File: config.mk
export PLATFORM = sky130hd
export DESIGN_NAME = lmc_pc_mem
export DESIGN_NICKNAME = d
export VERILOG_FILES = /design/src/rtl/lmc_pkg.sv /design/src/rtl/lmc_ram.sv /design/src/rtl/lmc_pc_mem.sv
export SDC_FILE = /design/constraint.sdc
export NUM_CORES = 1
export LEC_CHECK = 0
export ABC_CLOCK_PERIOD_IN_PS = 2009
export BUFFER_PORTS_ARGS = -buffer_cell sky130_fd_sc_hd__buf_2
export CAP_MARGIN = 20
export CELL_PAD_IN_SITES_DETAIL_PLACEMENT = 0
export CELL_PAD_IN_SITES_GLOBAL_PLACEMENT = 1
export CORE_ASPECT_RATIO = 0.7
export CORE_UTILIZATION = 30
export DETAILED_ROUTE_END_ITERATION = 8
export PLACE_DENSITY = 0.65
export SLEW_MARGIN = 20
export SYNTH_ARGS = -nofsm -noshare
export SYNTH_HDL_FRONTEND = slang
export SYNTH_SLANG_ARGS = --single-unit
export TNS_END_PERCENT = 20
File: constraint.sdc
create_clock -name timer555 -period 2.01 [get_ports timer555]
set_clock_uncertainty 0.2 [all_clocks]
set_input_delay 0.201 -clock timer555 [delete_from_list [all_inputs] [get_ports timer555]]
set_output_delay 0.201 -clock timer555 [all_outputs]
set_load 0.01 [all_outputs]
File: src/rtl/lmc_pkg.sv
// Shared definitions for the LMC program-counter/program-memory slice:
// run-controller state encoding and branch opcode encoding.
package lmc_pkg;

  typedef enum logic [1:0] {
    IDLE = 2'b00,
    RUN  = 2'b01,
    HALT = 2'b10
  } state_t;

  localparam logic [1:0] BR_NONE = 2'b00;
  localparam logic [1:0] BRA     = 2'b01;
  localparam logic [1:0] BRZ     = 2'b10;
  localparam logic [1:0] BRP     = 2'b11;

endpackage : lmc_pkg

File: src/rtl/lmc_ram.sv
// Program store: DATA_W x 2**ADDR_W words, synchronous write, asynchronous read.
module lmc_ram #(
  parameter int ADDR_W = 2,
  parameter int DATA_W = 4
) (
  input  logic              clk,
  input  logic              we,
  input  logic [ADDR_W-1:0] addr,
  input  logic [DATA_W-1:0] wdata,
  output logic [DATA_W-1:0] rdata
);

  localparam int DEPTH = 2 ** ADDR_W;

  logic [DATA_W-1:0] mem [DEPTH];

  // NOTE: storage arrays carry no reset; clearing them costs a reset net to
  // every bit and forbids mapping onto RAM primitives. Contents survive reset.
  always_ff @(posedge clk) begin
    if (we) begin
      mem[addr] <= wdata;
    end
  end

  assign rdata = mem[addr];

endmodule : lmc_ram

File: src/rtl/lmc_pc_mem.sv
// LMC program counter, three-state run controller and program memory.
// Optional branching is compiled in with `define LMC_BRANCH_EN.
module lmc_pc_mem
  import lmc_pkg::*;
#(
  parameter int ADDR_W = 2,
  parameter int DATA_W = 4
) (
  input  logic              timer555,
  input  logic              reset_n,
  input  logic              run,
  input  logic              halt,
  input  logic              Counter_load,
  input  logic              RAM_button,
  input  logic [DATA_W-1:0] data_in,
  input  logic [1:0]        br_op,
  input  logic              br_zero,
  input  logic              br_pos,
  output logic [ADDR_W-1:0] counter,
  output logic [DATA_W-1:0] RAM_out,
  output logic [1:0]        state,
  output logic              wrap
);

  localparam logic [ADDR_W-1:0] PC_LAST = {ADDR_W{1'b1}};

  state_t            state_q, state_d;
  logic [ADDR_W-1:0] pc_q, pc_d;
  logic              wrap_d;
  logic              run_step;
  logic              br_taken;
  logic [ADDR_W-1:0] target;

  assign target   = data_in[ADDR_W-1:0];
  // The halt edge freezes the counter, so stepping requires halt low.
  assign run_step = (state_q == RUN) && !halt;

`ifdef LMC_BRANCH_EN
  always_comb begin
    br_taken = 1'b0;
    case (br_op)
      BRA:     br_taken = 1'b1;
      BRZ:     br_taken = br_zero;
      BRP:     br_taken = br_pos;
      default: br_taken = 1'b0;
    endcase
  end
`else
  logic unused_br;
  assign br_taken  = 1'b0;
  assign unused_br = ^{br_op, br_zero, br_pos};
`endif

  // NOTE: every combinational output gets a default before any branch, so no
  // path leaves it unassigned and no latch is inferred.
  always_comb begin
    state_d = state_q;
    case (state_q)
      IDLE:    if (run)  state_d = RUN;
      RUN:     if (halt) state_d = HALT;
      HALT:    if (!run) state_d = IDLE;
      default: state_d = IDLE;
    endcase
  end

  // Load wins in any state; branches and increments only while stepping.
  always_comb begin
    pc_d   = pc_q;
    wrap_d = 1'b0;
    if (Counter_load) begin
      pc_d = target;
    end else if (run_step && br_taken) begin
      pc_d = target;
    end else if (run_step) begin
      pc_d   = pc_q + ADDR_W'(1);
      wrap_d = (pc_q == PC_LAST);
    end
  end

  // NOTE: sequential state uses non-blocking assignments so every register
  // samples pre-edge values regardless of process ordering.
  always_ff @(posedge timer555 or negedge reset_n) begin
    if (!reset_n) begin
      state_q <= IDLE;
      pc_q    <= '0;
      wrap    <= 1'b0;
    end else begin
      state_q <= state_d;
      pc_q    <= pc_d;
      wrap    <= wrap_d;
    end
  end

  assign counter = pc_q;
  assign state   = state_q;

  // Writes land at the pre-edge counter even when a load moves it.
  lmc_ram #(
    .ADDR_W (ADDR_W),
    .DATA_W (DATA_W)
  ) u_ram (
    .clk   (timer555),
    .we    (RAM_button),
    .addr  (pc_q),
    .wdata (data_in),
    .rdata (RAM_out)
  );

endmodule : lmc_pc_mem

# ---- Word-level counts from Yosys, hierarchy flattened
# Memories as Yosys holds them, arrays and structs flattened.
# Index checks and enable logic that the tools add are counted.
# W data, S select, Z words.
dict set report word_totals {
  regBits 5
  ram_bits 16
  inputBits 14
  out_inout_bits 9
  mem_count 1
}
# memory words word_bits rd rd_ports_with_merged_regs wr line_no
set mem_list {}
lappend mem_list {u_ram.mem 4 4 1 0 1 lmc_ram.sv:15} ;# logic [DATA_W-1:0] mem [DEPTH];
dict set report op_classes {
  addsub 1
  eq_ne 6
  mux 10
  reduce_logical 5
}
# op n
set op_table {}
lappend op_table {{$mux W2} 5}
lappend op_table {{$ne A2 B2 Y1 const B} 3}
lappend op_table {{$pmux W2 S3} 1}
lappend op_table {{$eq A2 B2 Y1 const B} 2}
lappend op_table {{$mux W1} 4}
lappend op_table {{$reduce_and A3 Y1} 1}
lappend op_table {{$add A2 B1 Y2 const B} 1}
lappend op_table {{$eq A2 B1 Y1 const B} 1}
lappend op_table {{$logic_not A2 Y1} 1}
lappend op_table {{$reduce_bool A2 Y1} 1}
lappend op_table {{$logic_and A1 B1 Y1} 1}
lappend op_table {{$logic_not A1 Y1} 1}

# ---- Longest topological paths before layout
# Gate-level depths: netlist of the first run.
dict set report depth {
  ltp_word 4
  ltp_mapped 5
  ltp_nobuf 4
}

# ---- Hierarchy
# A second synthesis of the first run with hierarchy kept.
dict set report unflattened {
  cells_unflattened 44
  hier_area_um2 860.8
}
# module instances cells_per_inst area_per_inst_um2
set by_module_without_submodules {}
lappend by_module_without_submodules {lmc_ram 1 25 616.8}
lappend by_module_without_submodules {lmc_pc_mem 1 19 244.0}

# ---- Worst setup path after synthesis of the first run
# OpenSTA, ideal clock, no wires.
dict set report synth_path {
  path_kind {flip-flop to flip-flop}
  start {reg pc_q[0] (netlist: counter[0])}
  end {reg pc_q[1] (netlist: counter[1])}
  arrival_time_ns 1.474
  t_required_ns 1.685
  slack_ns 0.211
  path_stages_with_launch 6
  synth_period_minus_slack_ns 1.799
  path_cell_list {dfrtp_1 -> buf_2 -> inv_1 -> ha_1 -> mux2_4 -> mux2_2}
}
dict set report synth_via {
  elab_chain_len 3
}
# item line_no
set synth_lines {}
lappend synth_lines {{start, declared} lmc_pc_mem.sv:28} ;# logic [ADDR_W-1:0] pc_q, pc_d;
lappend synth_lines {{start signal, assigned} lmc_pc_mem.sv:89} ;# pc_q <= pc_d;
lappend synth_lines {{$add A2 B1 Y2} lmc_pc_mem.sv:75} ;# pc_d = pc_q + ADDR_W'(1);
lappend synth_lines {{$mux W2} lmc_pc_mem.sv:74} ;# end else if (run_step) begin
lappend synth_lines {{$mux W2} lmc_pc_mem.sv:70} ;# if (Counter_load) begin
# No other way between the ends. The select of a mux whose other input is x is not followed.
# A chain may end at the register's enable or synchronous reset.

# ---- Worst setup path after layout of the first run
dict set report layout_path {
  start {reg pc_q[0] (netlist: counter[0])}
  end {out RAM_out[0]}
}
dict set report layout_via {
  elab_chain_len 1
}
# item line_no
set layout_lines {}
lappend layout_lines {{$mem_v2 Z4 W4} n/a}
lappend layout_lines {{end, declared} lmc_pc_mem.sv:20} ;# output logic [DATA_W-1:0] RAM_out,
# No other way between the ends.

==> out/metrics.json, run 1 <==
{
  "status": "completed",
  "cts_tree": "built",
  "switching_power_uw": 259.8,
  "synth_warnings": 0,
  "critPathMaxFanout": 4,
  "timing.final.setup_violations": 0,
  "critical_path_start_type": "flip-flop",
  "floorplan.die.height_um": 47.56,
  "clock.fmax_mhz": 529.3,
  "post_drt_wl_per_cell_um": 12.45,
  "final.min_clock_period_ps": 1889,
  "gr-usage-all-layers_pct": 10.53,
  "combinationalPowerShare_pct": 23.7,
  "setup.worst_path.start": "counter[0]",
  "initialDrtViolationCount": 4,
  "area_delta_synth_final_pct": 28.97,
  "placed_cell_area_um2": 1042,
  "rr_startpoint": "counter[0]",
  "placement_rows": 16,
  "kind_of_capture_point_of_the_worst_setup_path": "primary output",
  "synth.top_cells.by_area": "edfxtp_1 54%, dfrtp_1 14%, mux4_2 10%",
  "global_route_wire_length_before_repair_um": 2201,
  "layout.cell_area.non_filler_um2": 1147,
  "p_int_uw": 792.0,
  "synthDistinctLibCells": 17,
  "cellPowerDensity_nw_per_um2": 916.7,
  "maximum_number_of_pins_on_one_net_before_global_route_repair": 12,
  "cpMaxStageDelayCell": "mux4_2",
  "layout.filler_cells": 273,
  "htree_num_levels": 1,
  "clock_root_buffer": "clkbuf_8",
  "m1WireLength_um": 705,
  "layout_setup_ws_ps": 120.6,
  "max-cap-violations": 0,
  "final_count_of_hold_timing_violations": 0,
  "summed_instance_area_of_the_synthesized_netlist_um2": 889.6,
  "critPathTopFamily": "multiplexers",
  "leakagePower_nw": 0.4684,
  "final_antenna_net_count": 0,
  "rsz_0062_raised_after_global_routing": "false",
  "ios": 23,
  "ff2ff_path_depth": 4,
  "worstPathBufferInverterCount": 2,
  "finish.cell_count_without_fillers": 115,
  "max-clock-path-buffers": 2,
  "dieWidth_um": 67.09,
  "synthesis.area_per_instance_um2": 18.16,
  "place_hpwl_um": 1088,
  "ir_drop_uv": 261.9,
  "holdCritPathClass": "primary input to flip-flop",
  "timing.critical_path.required_ps": 1610,
  "route.final.wire_length_um": 1432,
  "post-place-cells": 105,
  "first_global_vias": 444,
  "synth-async-reset-ratio_pct": 23.81,
  "tightest_slew_ps": 238.4,
  "hold_fix_buffers_cts": 6,
  "antenna_cells": 0,
  "final_max_slew_viol_count": 0,
  "multi_input_area_um2": 267.8,
  "r2r_slack_ps": 360,
  "synth_largest_area_cell": "edfxtp_1",
  "cp_data_arrival_time_ps": 1490,
  "cts_sinks": 21,
  "finalWeightedCongestion": 0.6605,
  "grt.overflow.total": 0,
  "detail_route.drc_violations": 0,
  "yosys-top-cells-count": "16 x edfxtp_1, 5 x dfrtp_1, 4 x and2_1, 4 x ha_1, 4 x mux4_2",
  "cp_cell_sequence": "buf_4, mux4_2, buf_2",
  "path_class": "flip-flop to primary output",
  "antenna_found_initial": 0,
  "number_of_flops_mapped_to_enable_cells_by_yosys": 16,
  "swShare_pct": 24.70,
  "die_area_um2": 3191,
  "drtPass1Iterations": 4,
  "critical_path.max_stage_delay_ps": 490,
  "report.power.total_mw": 1.052,
  "critPathCapture": "RAM_out[0]",
  "met3RoutedLength_um": 52,
  "layout.core_utilization_pct": 40.94,
  "clk-insertion-delay-late_ps": 250,
  "synth-seq-cells": 21,
  "number_of_cells_on_the_critical_path": 3,
  "number_of_instances_in_the_synthesized_netlist": 49,
  "slew_headroom_pct": 84.10,
  "dr_total_vias": 488,
  "core_area_um2": 2803,
  "worst_r2r_endpoint": "counter[1]",
  "layout_worst_path_cycle_share_pct": 94.00,
  "routed.top_layer": "met4",
  "worst_hold_slack_ps": 6.170,
  "num-nets-final": 98,
  "clockPowerShare_pct": 24.5,
  "mappedNetlistNets": 67,
  "final.setup.tns_ps": 0,
  "p_seq_share_pct": 51.8,
  "numPortBuffers": 18,
  "via_per_inst": 4.243,
  "post-cts-setup-buffer-count": 0,
  "final-seq-area_um2": 605.6,
  "path_clk_slew_ps": 70,
  "met2_wirelength_um": 644,
  "number_of_buffers_added_by_the_clock_tree_synthesis_step": 3,
  "placement.setup.worst_slack_ps": 375.1,
  "post_route_cells_drive_above_1_share_pct": 40.51,
  "synth_ff_type": "edfxtp_1",
  "initial_core_util_pct": 31.74,
  "yosysSeqAreaShare_pct": 68.07,
  "post-synth-top-area-fraction_pct": 54.01,
  "cts_repair_resize_count": 0,
  "post-synth-top-count-cell": "edfxtp_1"
}
-- placed cells by master (no fill, tap or decap), drive strengths merged, types with 2 or more instances in the layout --
| cell type | count |
|---|---|
| mux4 | 4 |
| ha | 4 |
| clkbuf | 4 |
| dfrtp | 5 |
| inv | 3 |
| dlygate4sd3 | 6 |
| edfxtp | 16 |
| buf | 21 |
| o21ai | 2 |
| and2 | 4 |
| nand2 | 2 |
| mux2 | 2 |
-- per-layer routing --
layer | vias up | global-route usage, %
met5 | - | 0
met4 | 0 | 7.660
met3 | 2 | 3.095
met2 | 12 | 15.20
met1 | 233 | 13.77
li1 | 241 | -
-- cells by family (layout without fill, tap and decap cells) --
| group | count (synthesis) | count (layout) | synth area share (%) |
|---|---|---|---|
| buffers and inverters | 4 | 34 | 1.828 |
| adder cells (fa/ha/maj) | 4 | 4 | 5.626 |
| multiplexers | 7 | 7 | 14.21 |
| AO/OA/AOI/OAI | 2 | 2 | 1.125 |
| flip-flops | 21 | 21 | 68.07 |
| XOR/XNOR | 1 | 1 | 0.9847 |
| AND/OR/NAND/NOR | 10 | 10 | 8.158 |
-- registers in the layout, indices dropped and copies added (netlist names) --
name and flops:
u_ram.mem 16, wrap 1, state 2, counter 2
-- worst min path at each step --
stage,from,endpoint,cells after the start
finish,run,state[1],3
detailed placement,reset_n,wrap,1
CTS,run,state[1],3
global route,run,state[1],3
global placement,reset_n,wrap,1
floorplan,reset_n,counter[0],0
-- tightest hold or removal path, stage by stage --
cell and delay, ps:
buf_2 100, nand2_1 50, o21ai_0 60
-- power by group through the flow --
stage | clock, mW | combinational [mW] | sequential (mW)
after floorplan | 0 | 0.134 | 0.565
after detailed placement | 0 | 0.244 | 0.556
after CTS | 0.267 | 0.254 | 0.546
after global placement | 0 | 0.245 | 0.552
after global routing | 0.284 | 0.275 | 0.551
final | 0.257 | 0.249 | 0.545
-- final cells by class --
type                       instances  area share, %
clock buffer                       4          3.926
inverter                           3         0.9815
multi-input combinational         24          23.34
sequential                        21          52.78
tap                               36          3.926
timing repair buffer              27          15.05
Power figures use the tool's default switching activity.
==> run 2: changes to the inputs <==
--- a/config.mk
+++ b/config.mk
@@ -14,6 +14,7 @@
 export CORE_UTILIZATION = 30
 export DETAILED_ROUTE_END_ITERATION = 8
 export PLACE_DENSITY = 0.65
+export REMOVE_ABC_BUFFERS = 1
 export SLEW_MARGIN = 20
 export SYNTH_ARGS = -nofsm -noshare
 export SYNTH_HDL_FRONTEND = slang
==> run 2 against run 1 <==
  * Total power rose by 0.87%
  * Global-route usage rose by 0.17 points
  * Register-to-register slack improved by 20 ps
  * Sequential share of layout area did not move
  * Die area did not move
  * Maximum frequency fell by 0.39%
  * Critical path type unchanged
==> out/metrics.json, run 2 (synthesized netlist as in run 1, its figures left out) <==
{
  "status": "completed",
  "placed_cell_area_um2": 1042,
  "layout.cell_area.non_filler_um2": 1147,
  "report.power.total_mw": 1.061,
  "tightest_slew_ps": 252.4,
  "num-nets-final": 98,
  "ios": 23,
  "area_delta_synth_final_pct": 28.97,
  "mostFrequentLayoutCell": "buf_2",
  "gr-usage-all-layers_pct": 10.70,
  "p_seq_share_pct": 51.8,
  "core_area_um2": 2803,
  "via_per_inst": 4.287,
  "switching_power_uw": 268.8,
  "dr_total_vias": 493,
  "post-cts-setup-buffer-count": 0,
  "initialDrtViolationCount": 42,
  "swShare_pct": 25.34,
  "maximum_number_of_pins_on_one_net_before_global_route_repair": 12,
  "finish.cell_count_without_fillers": 115,
  "layout.core_utilization_pct": 40.94,
  "htree_num_levels": 1,
  "hold_fix_buffers_cts": 6,
  "post_drt_wl_per_cell_um": 13.28,
  "placement_rows": 16,
  "grt.overflow.total": 0,
  "multi_input_area_um2": 267.8,
  "rsz_0062_raised_after_global_routing": "false",
  "clockPowerShare_pct": 24.9,
  "clk-insertion-delay-late_ps": 250,
  "setup.worst_path.start": "counter[0]",
  "cts_tree": "built",
  "final.min_clock_period_ps": 1897,
  "kind_of_capture_point_of_the_worst_setup_path": "primary output",
  "detail_route.drc_violations": 0,
  "critPathMaxFanout": 5,
  "slew_headroom_pct": 83.16,
  "rr_startpoint": "counter[1]",
  "cts_repair_resize_count": 0,
  "antenna_found_initial": 0,
  "final-seq-area_um2": 605.6,
  "layout.cells.most_common_list": "18 x buf_2, 16 x edfxtp_1, 6 x dlygate4sd3_1, 5 x dfrtp_1",
  "final_count_of_hold_timing_violations": 0,
  "max-cap-violations": 0,
  "combinationalPowerShare_pct": 23.4,
  "global_route_wire_length_before_repair_um": 2263,
  "dieWidth_um": 67.09,
  "cellPowerDensity_nw_per_um2": 924.7,
  "number_of_buffers_added_by_the_clock_tree_synthesis_step": 3,
  "max-clock-path-buffers": 2,
  "cp_data_arrival_time_ps": 1500,
  "route.final.wire_length_um": 1527,
  "floorplan.die.height_um": 47.56,
  "path_clk_slew_ps": 70,
  "layout.filler_cells": 278,
  "die_area_um2": 3191,
  "ir_drop_uv": 315.1,
  "clock_root_buffer": "clkbuf_8",
  "antenna_cells": 0,
  "final.setup.tns_ps": 0,
  "timing.final.setup_violations": 0,
  "holdCritPathClass": "primary input to flip-flop",
  "hp-start": "run",
  "post-place-cells": 105,
  "post_route_cells_drive_above_1_share_pct": 40.51,
  "drtPass1Iterations": 4,
  "timing.critical_path.required_ps": 1610,
  "numPortBuffers": 18,
  "place_hpwl_um": 1188,
  "finalWeightedCongestion": 0.5948,
  "layout_worst_path_cycle_share_pct": 94.37,
  "path_class": "flip-flop to primary output",
  "final_max_slew_viol_count": 0,
  "largest_register_ffs": 16,
  "p_int_uw": 792.2,
  "cts_sinks": 21,
  "leakagePower_nw": 0.4684,
  "clock.fmax_mhz": 527.2,
  "final_antenna_net_count": 0,
  "initial_core_util_pct": 31.74,
  "max_flop_register": "u_ram.mem",
  "r2r_slack_ps": 380,
  "first_global_vias": 451,
  "critical_path_start_type": "flip-flop"
}
## run 2: path summary, 6_finish.rpt
check	endpoint	cells past startpoint
max in group asynchronous	state[0]	2
hold reg to reg	state[0]	1
setup reg to reg	counter[1]	4
min in group asynchronous	wrap	2
setup / recovery	RAM_out[1]	3
hold / removal	state[0]	3
## run 2: cell type report
cell class / instances / share of cell area, %
clock buffer: 4 / 3.926
sequential: 21 / 52.78
inverter: 3 / 0.9815
tap: 36 / 3.926
timing repair buffer: 27 / 15.05
multi-input combinational: 24 / 23.34
## run 2: layer usage
layer | vias up | GRT usage (%) | routed length, µm
met4 | 0 | 2.553 | 12
met2 | 11 | 13.80 | 632
met5 | - | 0 | 0
met1 | 239 | 16.82 | 824
li1 | 241 | - | -
met3 | 2 | 3.571 | 57
## run 2: per-stage QoR
step,worst slack [ps],hold WS (ps)
after floorplan,217.6,-294.6
after global placement,377.2,-175.8
after detailed placement,376.5,-174.4
after CTS,103.5,15.18
after global routing,59.33,41.45
final,113.2,12.83
## run 2: critical path: stages (launching register included)
cell and delay [ps]:
dfrtp_1 420, buf_4 180, mux4_2 490, buf_2 150
## run 2: power by group through the flow
stage | sequential, mW | clock, mW | combinational [mW]
floorplan | 0.573 | 0 | 0.123
global placement | 0.557 | 0 | 0.244
detailed placement | 0.558 | 0 | 0.245
CTS | 0.549 | 0.272 | 0.255
global route | 0.556 | 0.290 | 0.277
finish | 0.549 | 0.264 | 0.248
